**src/rtl/fifo3_seq_ctrl_pkg.sv**
```systemverilog
// Shared state encoding and sizing for the fetch->decode FIFO sequencing controller.
// Optional sticky error flags are enabled by defining FIFO_ERR_EN.
package fifo_ctrl_pkg;
    localparam int DEPTH_DEF = 3;
    localparam int CNT_W_DEF = $clog2(DEPTH_DEF + 1);

    typedef enum logic [1:0] {
        ST_EMPTY  = 2'd0,
        ST_ACTIVE = 2'd1,
        ST_FULL   = 2'd2,
        ST_FLUSH  = 2'd3
    } state_e;
endpackage

```
**src/rtl/fifo3_seq_ctrl_if.sv**
```systemverilog
// Handshake and FIFO-strobe bundle between fetch/decode (master) and the controller (slave).
interface fifo3_seq_ctrl_if
    import fifo_ctrl_pkg::*;
#(
    parameter int CNT_W = CNT_W_DEF
);
    logic             wr_valid;
    logic             wr_ready;
    logic             rd_req;
    logic             rd_grant;
    logic             rd_data_valid;
    logic             flush;
    logic             fifo_wren;
    logic             fifo_rden;
    logic             fifo_wrptr_clr;
    logic             fifo_rdptr_clr;
    logic [CNT_W-1:0] count;
    logic             empty;
    logic             full;
    logic             ovf_err;
    logic             udf_err;

    modport master (
        output wr_valid, rd_req, flush,
        input  wr_ready, rd_grant, rd_data_valid, fifo_wren, fifo_rden,
        input  fifo_wrptr_clr, fifo_rdptr_clr, count, empty, full, ovf_err, udf_err
    );

    modport slave (
        input  wr_valid, rd_req, flush,
        output wr_ready, rd_grant, rd_data_valid, fifo_wren, fifo_rden,
        output fifo_wrptr_clr, fifo_rdptr_clr, count, empty, full, ovf_err, udf_err
    );
endinterface

```
**src/rtl/fifo3_seq_ctrl_idx_wrap.sv**
```systemverilog
// Index counter 0..DEPTH-1; o_wrap pulses on the increment that rolls back to 0.
module fifo_idx_wrap #(
    parameter int DEPTH = 3,
    parameter int W     = 2
) (
    input  logic clk,
    input  logic i_clr,
    input  logic i_inc,
    output logic o_wrap
);
    localparam logic [W-1:0] LAST = W'(DEPTH - 1);

    logic [W-1:0] r_idx;

    assign o_wrap = i_inc & (r_idx == LAST);

    always_ff @(posedge clk) begin
        if (i_clr) begin
            r_idx <= '0;
        end else if (i_inc) begin
            r_idx <= o_wrap ? '0 : r_idx + W'(1);
        end
    end
endmodule

```
**src/rtl/fifo3_seq_ctrl.sv**
```systemverilog
// Sequencing controller for the fetch->decode FIFO: handshakes, occupancy, pointer wrap, flush.
// Define FIFO_ERR_EN to build the sticky overflow/underflow flags.
module fifo3_seq_ctrl
    import fifo_ctrl_pkg::*;
#(
    parameter int DEPTH = DEPTH_DEF,
    parameter int CNT_W = $clog2(DEPTH + 1)
) (
    input  logic            clk,
    input  logic            rst,
    fifo3_seq_ctrl_if.slave bus
);
    localparam logic [CNT_W-1:0] DEPTH_C = CNT_W'(DEPTH);

    state_e           r_state;
    state_e           w_state_next;
    logic [CNT_W-1:0] r_count;
    logic [CNT_W-1:0] w_count_next;
    logic             r_rd_data_valid;
    logic             w_in_flush;
    logic             w_block;
    logic             w_empty;
    logic             w_full;
    logic             w_rd_grant;
    logic             w_wr_ready;
    logic             w_wr_fire;
    logic [1:0]       w_inc;
    logic [1:0]       w_wrap;

    // Nothing may fire while flushing or on the cycle a flush/reset is sampled.
    assign w_in_flush = (r_state == ST_FLUSH);
    assign w_block    = w_in_flush | bus.flush | rst;
    assign w_empty    = (r_count == '0);
    assign w_full     = (r_count == DEPTH_C);
    assign w_rd_grant = bus.rd_req & ~w_empty & ~w_block;
    assign w_wr_ready = ~w_block & (~w_full | w_rd_grant);
    assign w_wr_fire  = bus.wr_valid & w_wr_ready;
    assign w_inc      = {w_rd_grant, w_wr_fire};

    // Index 0 tracks the write pointer, index 1 the read pointer.
    genvar gi;
    generate
        for (gi = 0; gi < 2; gi++) begin : g_idx
            fifo_idx_wrap #(
                .DEPTH (DEPTH),
                .W     (CNT_W)
            ) u_idx (
                .clk    (clk),
                .i_clr  (rst | bus.flush),
                .i_inc  (w_inc[gi]),
                .o_wrap (w_wrap[gi])
            );
        end
    endgenerate

    always_comb begin
        w_count_next = r_count;
        w_state_next = r_state;
        if (bus.flush) begin
            w_count_next = '0;
            w_state_next = ST_FLUSH;
        end else begin
            if (w_wr_fire & ~w_rd_grant) begin
                w_count_next = r_count + CNT_W'(1);
            end else if (~w_wr_fire & w_rd_grant) begin
                w_count_next = r_count - CNT_W'(1);
            end
            if (w_count_next == '0) begin
                w_state_next = ST_EMPTY;
            end else if (w_count_next == DEPTH_C) begin
                w_state_next = ST_FULL;
            end else begin
                w_state_next = ST_ACTIVE;
            end
        end
    end

    always_ff @(posedge clk) begin
        if (rst) begin
            r_state         <= ST_FLUSH;
            r_count         <= '0;
            r_rd_data_valid <= 1'b0;
        end else begin
            r_state         <= w_state_next;
            r_count         <= w_count_next;
            r_rd_data_valid <= w_rd_grant;
        end
    end

    assign bus.wr_ready       = w_wr_ready;
    assign bus.rd_grant       = w_rd_grant;
    assign bus.rd_data_valid  = r_rd_data_valid;
    assign bus.fifo_wren      = w_wr_fire;
    assign bus.fifo_rden      = w_rd_grant;
    assign bus.fifo_wrptr_clr = w_in_flush | w_wrap[0];
    assign bus.fifo_rdptr_clr = w_in_flush | w_wrap[1];
    assign bus.count          = r_count;
    assign bus.empty          = w_empty;
    assign bus.full           = w_full;

`ifdef FIFO_ERR_EN
    logic r_ovf_err;
    logic r_udf_err;

    // Sticky until reset; a flush deliberately leaves them set.
    always_ff @(posedge clk) begin
        if (rst) begin
            r_ovf_err <= 1'b0;
            r_udf_err <= 1'b0;
        end else begin
            if (bus.wr_valid & w_full & ~w_rd_grant) r_ovf_err <= 1'b1;
            if (bus.rd_req & w_empty)                r_udf_err <= 1'b1;
        end
    end

    assign bus.ovf_err = r_ovf_err;
    assign bus.udf_err = r_udf_err;
`else
    assign bus.ovf_err = 1'b0;
    assign bus.udf_err = 1'b0;
`endif
endmodule

```
**src/flat_wrapper.sv**
```systemverilog
// flat-port wrapper written by rule: the top's interface ports become plain ports
module fifo3_seq_ctrl_flat import fifo_ctrl_pkg::*;
#(
    parameter int DEPTH = DEPTH_DEF,
    parameter int CNT_W = $clog2(DEPTH + 1)
)
  (clk, rst, bus_wr_valid, bus_rd_req, bus_flush, bus_wr_ready, bus_rd_grant, bus_rd_data_valid, bus_fifo_wren, bus_fifo_rden, bus_fifo_wrptr_clr, bus_fifo_rdptr_clr, bus_count, bus_empty, bus_full, bus_ovf_err, bus_udf_err);
  fifo3_seq_ctrl_if #(.CNT_W(CNT_W)) bus_i ();
  input  logic clk;
  input  logic rst;
  input wire logic [$bits(bus_i.wr_valid)-1:0] bus_wr_valid;
  input wire logic [$bits(bus_i.rd_req)-1:0] bus_rd_req;
  input wire logic [$bits(bus_i.flush)-1:0] bus_flush;
  output wire logic [$bits(bus_i.wr_ready)-1:0] bus_wr_ready;
  output wire logic [$bits(bus_i.rd_grant)-1:0] bus_rd_grant;
  output wire logic [$bits(bus_i.rd_data_valid)-1:0] bus_rd_data_valid;
  output wire logic [$bits(bus_i.fifo_wren)-1:0] bus_fifo_wren;
  output wire logic [$bits(bus_i.fifo_rden)-1:0] bus_fifo_rden;
  output wire logic [$bits(bus_i.fifo_wrptr_clr)-1:0] bus_fifo_wrptr_clr;
  output wire logic [$bits(bus_i.fifo_rdptr_clr)-1:0] bus_fifo_rdptr_clr;
  output wire logic [$bits(bus_i.count)-1:0] bus_count;
  output wire logic [$bits(bus_i.empty)-1:0] bus_empty;
  output wire logic [$bits(bus_i.full)-1:0] bus_full;
  output wire logic [$bits(bus_i.ovf_err)-1:0] bus_ovf_err;
  output wire logic [$bits(bus_i.udf_err)-1:0] bus_udf_err;
  assign bus_i.wr_valid = bus_wr_valid;
  assign bus_i.rd_req = bus_rd_req;
  assign bus_i.flush = bus_flush;
  assign bus_wr_ready = bus_i.wr_ready;
  assign bus_rd_grant = bus_i.rd_grant;
  assign bus_rd_data_valid = bus_i.rd_data_valid;
  assign bus_fifo_wren = bus_i.fifo_wren;
  assign bus_fifo_rden = bus_i.fifo_rden;
  assign bus_fifo_wrptr_clr = bus_i.fifo_wrptr_clr;
  assign bus_fifo_rdptr_clr = bus_i.fifo_rdptr_clr;
  assign bus_count = bus_i.count;
  assign bus_empty = bus_i.empty;
  assign bus_full = bus_i.full;
  assign bus_ovf_err = bus_i.ovf_err;
  assign bus_udf_err = bus_i.udf_err;
  fifo3_seq_ctrl #(.DEPTH(DEPTH), .CNT_W(CNT_W)) u_core (.clk(clk), .rst(rst), .bus(bus_i));
endmodule
```
**config.mk**
```make
export PLATFORM = sky130hd
export DESIGN_NAME = fifo3_seq_ctrl_flat
export DESIGN_NICKNAME = d
export VERILOG_FILES = /design/src/rtl/fifo3_seq_ctrl_pkg.sv /design/src/rtl/fifo3_seq_ctrl_if.sv /design/src/rtl/fifo3_seq_ctrl_idx_wrap.sv /design/src/rtl/fifo3_seq_ctrl.sv /design/src/flat_wrapper.sv
export SDC_FILE = /design/constraint.sdc
export NUM_CORES = 1
export LEC_CHECK = 0
export CELL_PAD_IN_SITES_DETAIL_PLACEMENT = 1
export CELL_PAD_IN_SITES_GLOBAL_PLACEMENT = 2
export CORE_ASPECT_RATIO = 0.7
export CORE_UTILIZATION = 27
export DETAILED_ROUTE_END_ITERATION = 8
export GPL_TIMING_DRIVEN = 0
export HOLD_SLACK_MARGIN = 0.15
export PLACE_DENSITY_LB_ADDON = 0.2
export SLEW_MARGIN = 20
export SYNTH_ARGS = -nofsm -noshare
export SYNTH_HDL_FRONTEND = slang
export SYNTH_SLANG_ARGS = --single-unit
```
**constraint.sdc**
```tcl
create_clock -name clk -period 4.4 [get_ports clk]
set_clock_uncertainty 0.05 [all_clocks]
set_input_delay 0.44 -clock clk [delete_from_list [all_inputs] [get_ports clk]]
set_output_delay 0.44 -clock clk [all_outputs]
set_load 0.01 [all_outputs]
```
Word level (Yosys, flattened, before mapping):

Cells that the tools add are included.

* add/subtract/negate cells: 4
* equality and inequality tests: 5
* mux-type cells: 7
* bitwise operators: 19
* reductions and logical operators: 3

Operators with widths (count)
* $mux 2: 7
* $eq 2x2->1 const B: 5
* $and 1x1->1: 8
* $add 2x1->2 const B: 3
* $or 1x1->1: 6
* $not 1->1: 5
* $logic_not 2->1: 2
* $reduce_or 2->1: 1
* $sub 2x1->2 const B: 1

* bits in registers: 9
* input bits: 5
* output and inout port bits: 13
* word-level logic and storage cells: 43

Depth between registers and ports, before layout:

* depth after elaboration: 16
* depth in mapped cells: 10
* gate-level depth less buffers: 10

Cells and area by module:

From an unflattened synthesis, not the netlist that was laid out.

* cell total of the unflattened synthesis: 59
* area, all modules: 566.8 um^2

By module, submodules not included
* fifo3_seq_ctrl: instances 1, cells an instance 41, area an instance 391.6 um^2, sequential area each 100.1 um^2
* fifo_idx_wrap: instances 2, cells an instance 9, area an instance 87.6 um^2, sequential area each 40.0 um^2

Worst setup path before layout:

No wires, ideal clock.

* kind: register -> register
* start point: register u_core.r_count[0], in the netlist u_core.bus.count[0]
* end point: register u_core.r_state[0]
* library setup time: 0.132 ns
* arrival: 2.950 ns
* data required time: 4.218 ns
* slack: 1.268 ns
* stages on the path, launching flop included: 11
* buffers on the path: 0
* period minus slack after synthesis: 3.132 ns
* cell sequence: dfxtp_1 inv_1 ha_1 nand2b_1 a211oi_1 and2_1 ha_1 nor2_1 a221o_1 ha_1 or3_2

* word-level cells in the longest chain between the ends: 15
* elaborated cells on any way between the ends: 22
* classes of those cells: add/sub (2); eq/ne (2); mux (5); bitwise (11); reduce/logical (2)

Ends and longest elaborated chain
* from (decl): RTL line fifo3_seq_ctrl.sv:17 `logic [CNT_W-1:0] r_count;`
* from (signal assigned): RTL line fifo3_seq_ctrl.sv:85 `r_count <= w_count_next;`
* $logic_not 2->1 *: RTL line fifo3_seq_ctrl.sv:33 `assign w_empty = (r_count == '0);`
* named net bus_empty: RTL line flat_wrapper.sv:22 `output wire logic [$bits(bus_i.empty)-1:0] bus_empty;`
* $not 1->1 *: RTL line fifo3_seq_ctrl.sv:35 `assign w_rd_grant = bus.rd_req & ~w_empty & ~w_block;`
* $and 1x1->1 * (2 in a row): RTL line fifo3_seq_ctrl.sv:35
* $or 1x1->1 *: RTL line fifo3_seq_ctrl.sv:36 `assign w_wr_ready = ~w_block & (~w_full | w_rd_grant);`
* $and 1x1->1 *: RTL line fifo3_seq_ctrl.sv:36
* named net bus_wr_ready: RTL line flat_wrapper.sv:14 `output wire logic [$bits(bus_i.wr_ready)-1:0] bus_wr_ready;`
* $and 1x1->1 *: RTL line fifo3_seq_ctrl.sv:37 `assign w_wr_fire = bus.wr_valid & w_wr_ready;`
* named net bus_fifo_wren: RTL line flat_wrapper.sv:17 `output wire logic [$bits(bus_i.fifo_wren)-1:0] bus_fifo_wren;`
* $not 1->1: RTL line fifo3_seq_ctrl.sv:65 `end else if (~w_wr_fire & w_rd_grant) begin`
* $and 1x1->1: RTL line fifo3_seq_ctrl.sv:65
* $mux 2: RTL line fifo3_seq_ctrl.sv:65
* $mux 2 *: RTL line fifo3_seq_ctrl.sv:63 `if (w_wr_fire & ~w_rd_grant) begin`
* $mux 2 *: RTL line fifo3_seq_ctrl.sv:59 `if (bus.flush) begin`
* $eq 2x2->1: RTL line fifo3_seq_ctrl.sv:70 `end else if (w_count_next == DEPTH_C) begin`
* $mux 2: RTL line fifo3_seq_ctrl.sv:70
* $mux 2 *: RTL line fifo3_seq_ctrl.sv:68 `if (w_count_next == '0) begin`
* to (signal assigned): RTL line fifo3_seq_ctrl.sv:84 `r_state <= w_state_next;`
* to (decl): RTL line fifo3_seq_ctrl.sv:15 `state_e r_state;`

The timed path passes the listed nets; every way through them passes the cells marked *. The select of a mux whose other input is x is not followed.
A chain may end at the register's enable or synchronous reset.

==> run_results.csv <==
group,metric,value,unit
pwr,static-leakage-power,0.3045,nW
worst_hold_path,hold_path_depth,1,
final_layout,layout-area-overhead-vs-synth,37.22,%
drt,routed_via_density,4.728,
floorplanning,ioPinCount,18,
sta,setup_tns,0,ns
floorplanning,fp.dieArea,2255,um2
placement,place_congestion,0.7012,
sta,worst_path_setup_slack_after_routing,1.297,ns
drt,dr.pass1.iters,2,
worst_hold_path,min_delay_worst_endpoint,"u_core.g_idx[1].u_idx.r_idx[0]$_SDFFE_PP0N_",
yosys,syn-mean-instance-area,9.148,um2
floorplanning,die_width,56.34,um
worst_setup_path,critPathCaptureType,"register",
cts,clk_pin_slew,0.07,ns
worst_setup_path,logic_depth_of_the_worst_register_to_register_path,10,
drt,drt.antenna.violating_nets,0,
final_layout,post_layout_net_count,93,
yosys,yosys-top-cells-area,"sky130_fd_sc_hd__dfxtp_1 32%, sky130_fd_sc_hd__ha_1 13%, sky130_fd_sc_hd__a211oi_1 6.7%",
placement,detailedPlacementHpwl,1004,um
worst_hold_path,worst_hold_start,"u_core.g_idx[1].u_idx.r_idx[1]$_SDFFE_PP0N_",
final_layout,insertedDiodeCount,0,
job,cap_viol_max_count,0,
placement,port_buffers,15,
final_layout,multi_input_combinational_cell_area,320.3,um2
final_layout,nFillCells,236,
cts,ctsLongestPathBuffers,2,
global_route,via_count_of_the_first_global_routing_pass,451,
yosys,post_synth_inst_count,61,
cts,ctsHtreeMaxLevel,1,
yosys,synth-edff-count,0,
cts,post_cts.resized_instances,0,
cts,clk_latency,0.26,ns
sta,unrepaired_setup_endpoints_after_global_routing,"false",
yosys,postSynthRegisterBits,9,
yosys,synth_seq_area_share,32.29,%
placement,place_ws,1.098,ns
yosys,synth.cell_area,558.0,um2
cts,cts.hold.buffers_added,0,
floorplanning,std_cell_rows,13,
global_route,grt_first_pass_wirelength,2180,um
worst_setup_path,cp_data_arrival_time,3.19,ns
yosys,netlist.area_leader.share,32.29,%
cts,cts-root-buf,"sky130_fd_sc_hd__clkbuf_4",
worst_setup_path,regToRegSetupSlack,1.30,ns
sta,timing.fmax,0.3222,GHz
drt,via_count,487,
sta,finalSetupViolations,0,
pwr,power_per_cell_area,238.0,nW/um2
worst_setup_path,setup.worst_path.start_class,"register",
drt,detail_route.wl_per_cell,12.24,um
final_layout,mostFrequentLayoutCell,"sky130_fd_sc_hd__clkdlybuf4s50_1",
yosys,yosysWarningCount,0,
final_layout,mostFrequentLayoutCells,"15 x sky130_fd_sc_hd__clkdlybuf4s50_1, 9 x sky130_fd_sc_hd__dfxtp_1, 6 x sky130_fd_sc_hd__ha_1",
worst_hold_path,min_path_type,"reg2reg",
sta,slew_violations,0,
cts,tritoncts,"yes",
yosys,netlist.top_cell.by_area,"sky130_fd_sc_hd__dfxtp_1",
sta,hold_violations,0,
cts,clock_sinks,9,
final_layout,area.sequential,180.2,um2
global_route,grt.total_usage,13.82,%
outcome,run_status,"finished clean",
worst_setup_path,timing.critical_path.required,4.49,ns
drt,totalWireLength,1261,um
sta,finalCritPeriodShare,70.53,%
final_layout,post_route_cells_drive_above_1_share,17.28,%
yosys,netlist-cell-type-count,27,
floorplanning,core-area,1903,um2
yosys,synth-main-ff-cell,"sky130_fd_sc_hd__dfxtp_1",
global_route,maximum_number_of_pins_on_one_net_before_global_route_repair,9,
yosys,synth-async-reset-ratio,0,%
global_route,grt.overflow.total,0,
worst_setup_path,critical_path_class,"reg2reg",
pwr,power.ir.vdd_worst,0.1125,mV
cts,numCtsBuffers,3,
floorplanning,chipHeight,40.04,um
drt,detailedRoute.firstIterationViolations,3,
final_layout,instances_no_fill,103,
worst_setup_path,worst_r2r_endpoint,"u_core.r_state[0]$_SDFF_PP1_",
drt,post-route-drc-count,0,
sta,timing.final.crit_period,3.103,ns
cts,post_cts.repair.setup_buffers,0,
floorplanning,initial_utilization,29.32,%
placement,place_inst,99,
global_route,grt_antenna_before_repair,0,
worst_setup_path,crit_path_max_fanout,6,
==> power breakdown <==
| part | switching, mW | total, mW | leakage (nW) | internal [mW] |
|---|---|---|---|---|
| clock | 0.0319 | 0.0669 | 0.0150 | 0.0351 |
| combinational | 0.0145 | 0.0310 | 0.216 | 0.0165 |
| sequential | 0.00107 | 0.0843 | 0.0732 | 0.0833 |
| total | 0.0474 | 0.182 | 0.304 | 0.135 |
==> Yosys cell counts (2+ instances only) <==
master and number:
sky130_fd_sc_hd__dfxtp_1 9, sky130_fd_sc_hd__ha_1 6, sky130_fd_sc_hd__a211oi_1 5, sky130_fd_sc_hd__a31o_2 2, sky130_fd_sc_hd__o31ai_1 2, sky130_fd_sc_hd__mux2i_1 2, sky130_fd_sc_hd__and2_1 3, sky130_fd_sc_hd__or3_1 2
sky130_fd_sc_hd__or3_2 2, sky130_fd_sc_hd__inv_1 5, sky130_fd_sc_hd__nor2_1 2, sky130_fd_sc_hd__buf_4 3, sky130_fd_sc_hd__nand2_1 4
==> routing by layer <==
layer / global-route usage [%] / vias to the layer above / part of all wire, %
met4: 3.659 / 0 / 0.40
li1: - / 249 / -
met5: 0 / - / 0
met3: 7.097 / 2 / 7.5
met2: 20.24 / 16 / 36
met1: 17.92 / 220 / 56
==> how the worst max path moves through the flow <==
stage                                    from                           end  slack [ns]  cells after the start
5_1_grt        u_core.bus.count[0]$_SDFF_PP0_  u_core.r_state[0]$_SDFF_PP1_        1.03                     10
3_3_place_gp                              rst  u_core.r_state[0]$_SDFF_PP1_        1.12                     10
4_1_cts        u_core.bus.count[0]$_SDFF_PP0_  u_core.r_state[0]$_SDFF_PP1_        1.28                     10
3_5_place_dp                              rst  u_core.r_state[0]$_SDFF_PP1_        1.10                     10
2_1_floorplan  u_core.bus.count[0]$_SDFF_PP0_  u_core.r_state[0]$_SDFF_PP1_        1.27                     10
6_report                             register  u_core.r_state[0]$_SDFF_PP1_        1.30                     10
==> through the flow <==
| stage | hold WS (ns) | total power, mW | util [%] | area [um2] |
|---|---|---|---|---|
| final | 0.3967 | 0.1822 | 40.24 | 765.7 |
| after global routing | 0.4273 | 0.1949 | 40.24 | 765.7 |
| after CTS | 0.3928 | 0.1876 | 40.24 | 765.7 |
| after detailed placement | 0.3794 | 0.1171 | 38.86 | 739.5 |
| after global placement | 0.3792 | 0.1170 | 38.86 | 739.5 |
| after floorplan | 0.3676 | 0.1037 | - | 561.8 |
==> cell type report <==
type                    count  area share [%]
multi-input cells          42           41.83
clock buffers               4           3.431
flip-flops and latches      9           23.53
plain buffers               5           5.065
repair buffers             15           19.61
well taps                  22           3.595
inverters                   6           2.941
==> worst max-delay path, stage by stage (launching register included) <==
cell and delay (ns):
sky130_fd_sc_hd__dfxtp_1 0.38, sky130_fd_sc_hd__inv_1 0.08, sky130_fd_sc_hd__ha_1 0.21, sky130_fd_sc_hd__nand2b_1 0.27, sky130_fd_sc_hd__a211oi_1 0.46, sky130_fd_sc_hd__and2_1 0.23, sky130_fd_sc_hd__ha_1 0.23, sky130_fd_sc_hd__nor2_1 0.09
sky130_fd_sc_hd__a221o_1 0.30, sky130_fd_sc_hd__ha_1 0.28, sky130_fd_sc_hd__or3_2 0.41
==> cells by family after synthesis <==
kind of cell    after synthesis  share of synthesized area (%)
compound gates               12                          16.59
xor+xnor                      1                          1.570
fa+ha+maj                     6                          13.45
buf+inv                      11                          10.98
flops                         9                          32.29
mux                           2                          3.588
other cells                   1                         0.6720
simple gates                 19                          20.85
No activity file was read; power rests on OpenSTA's default activity.
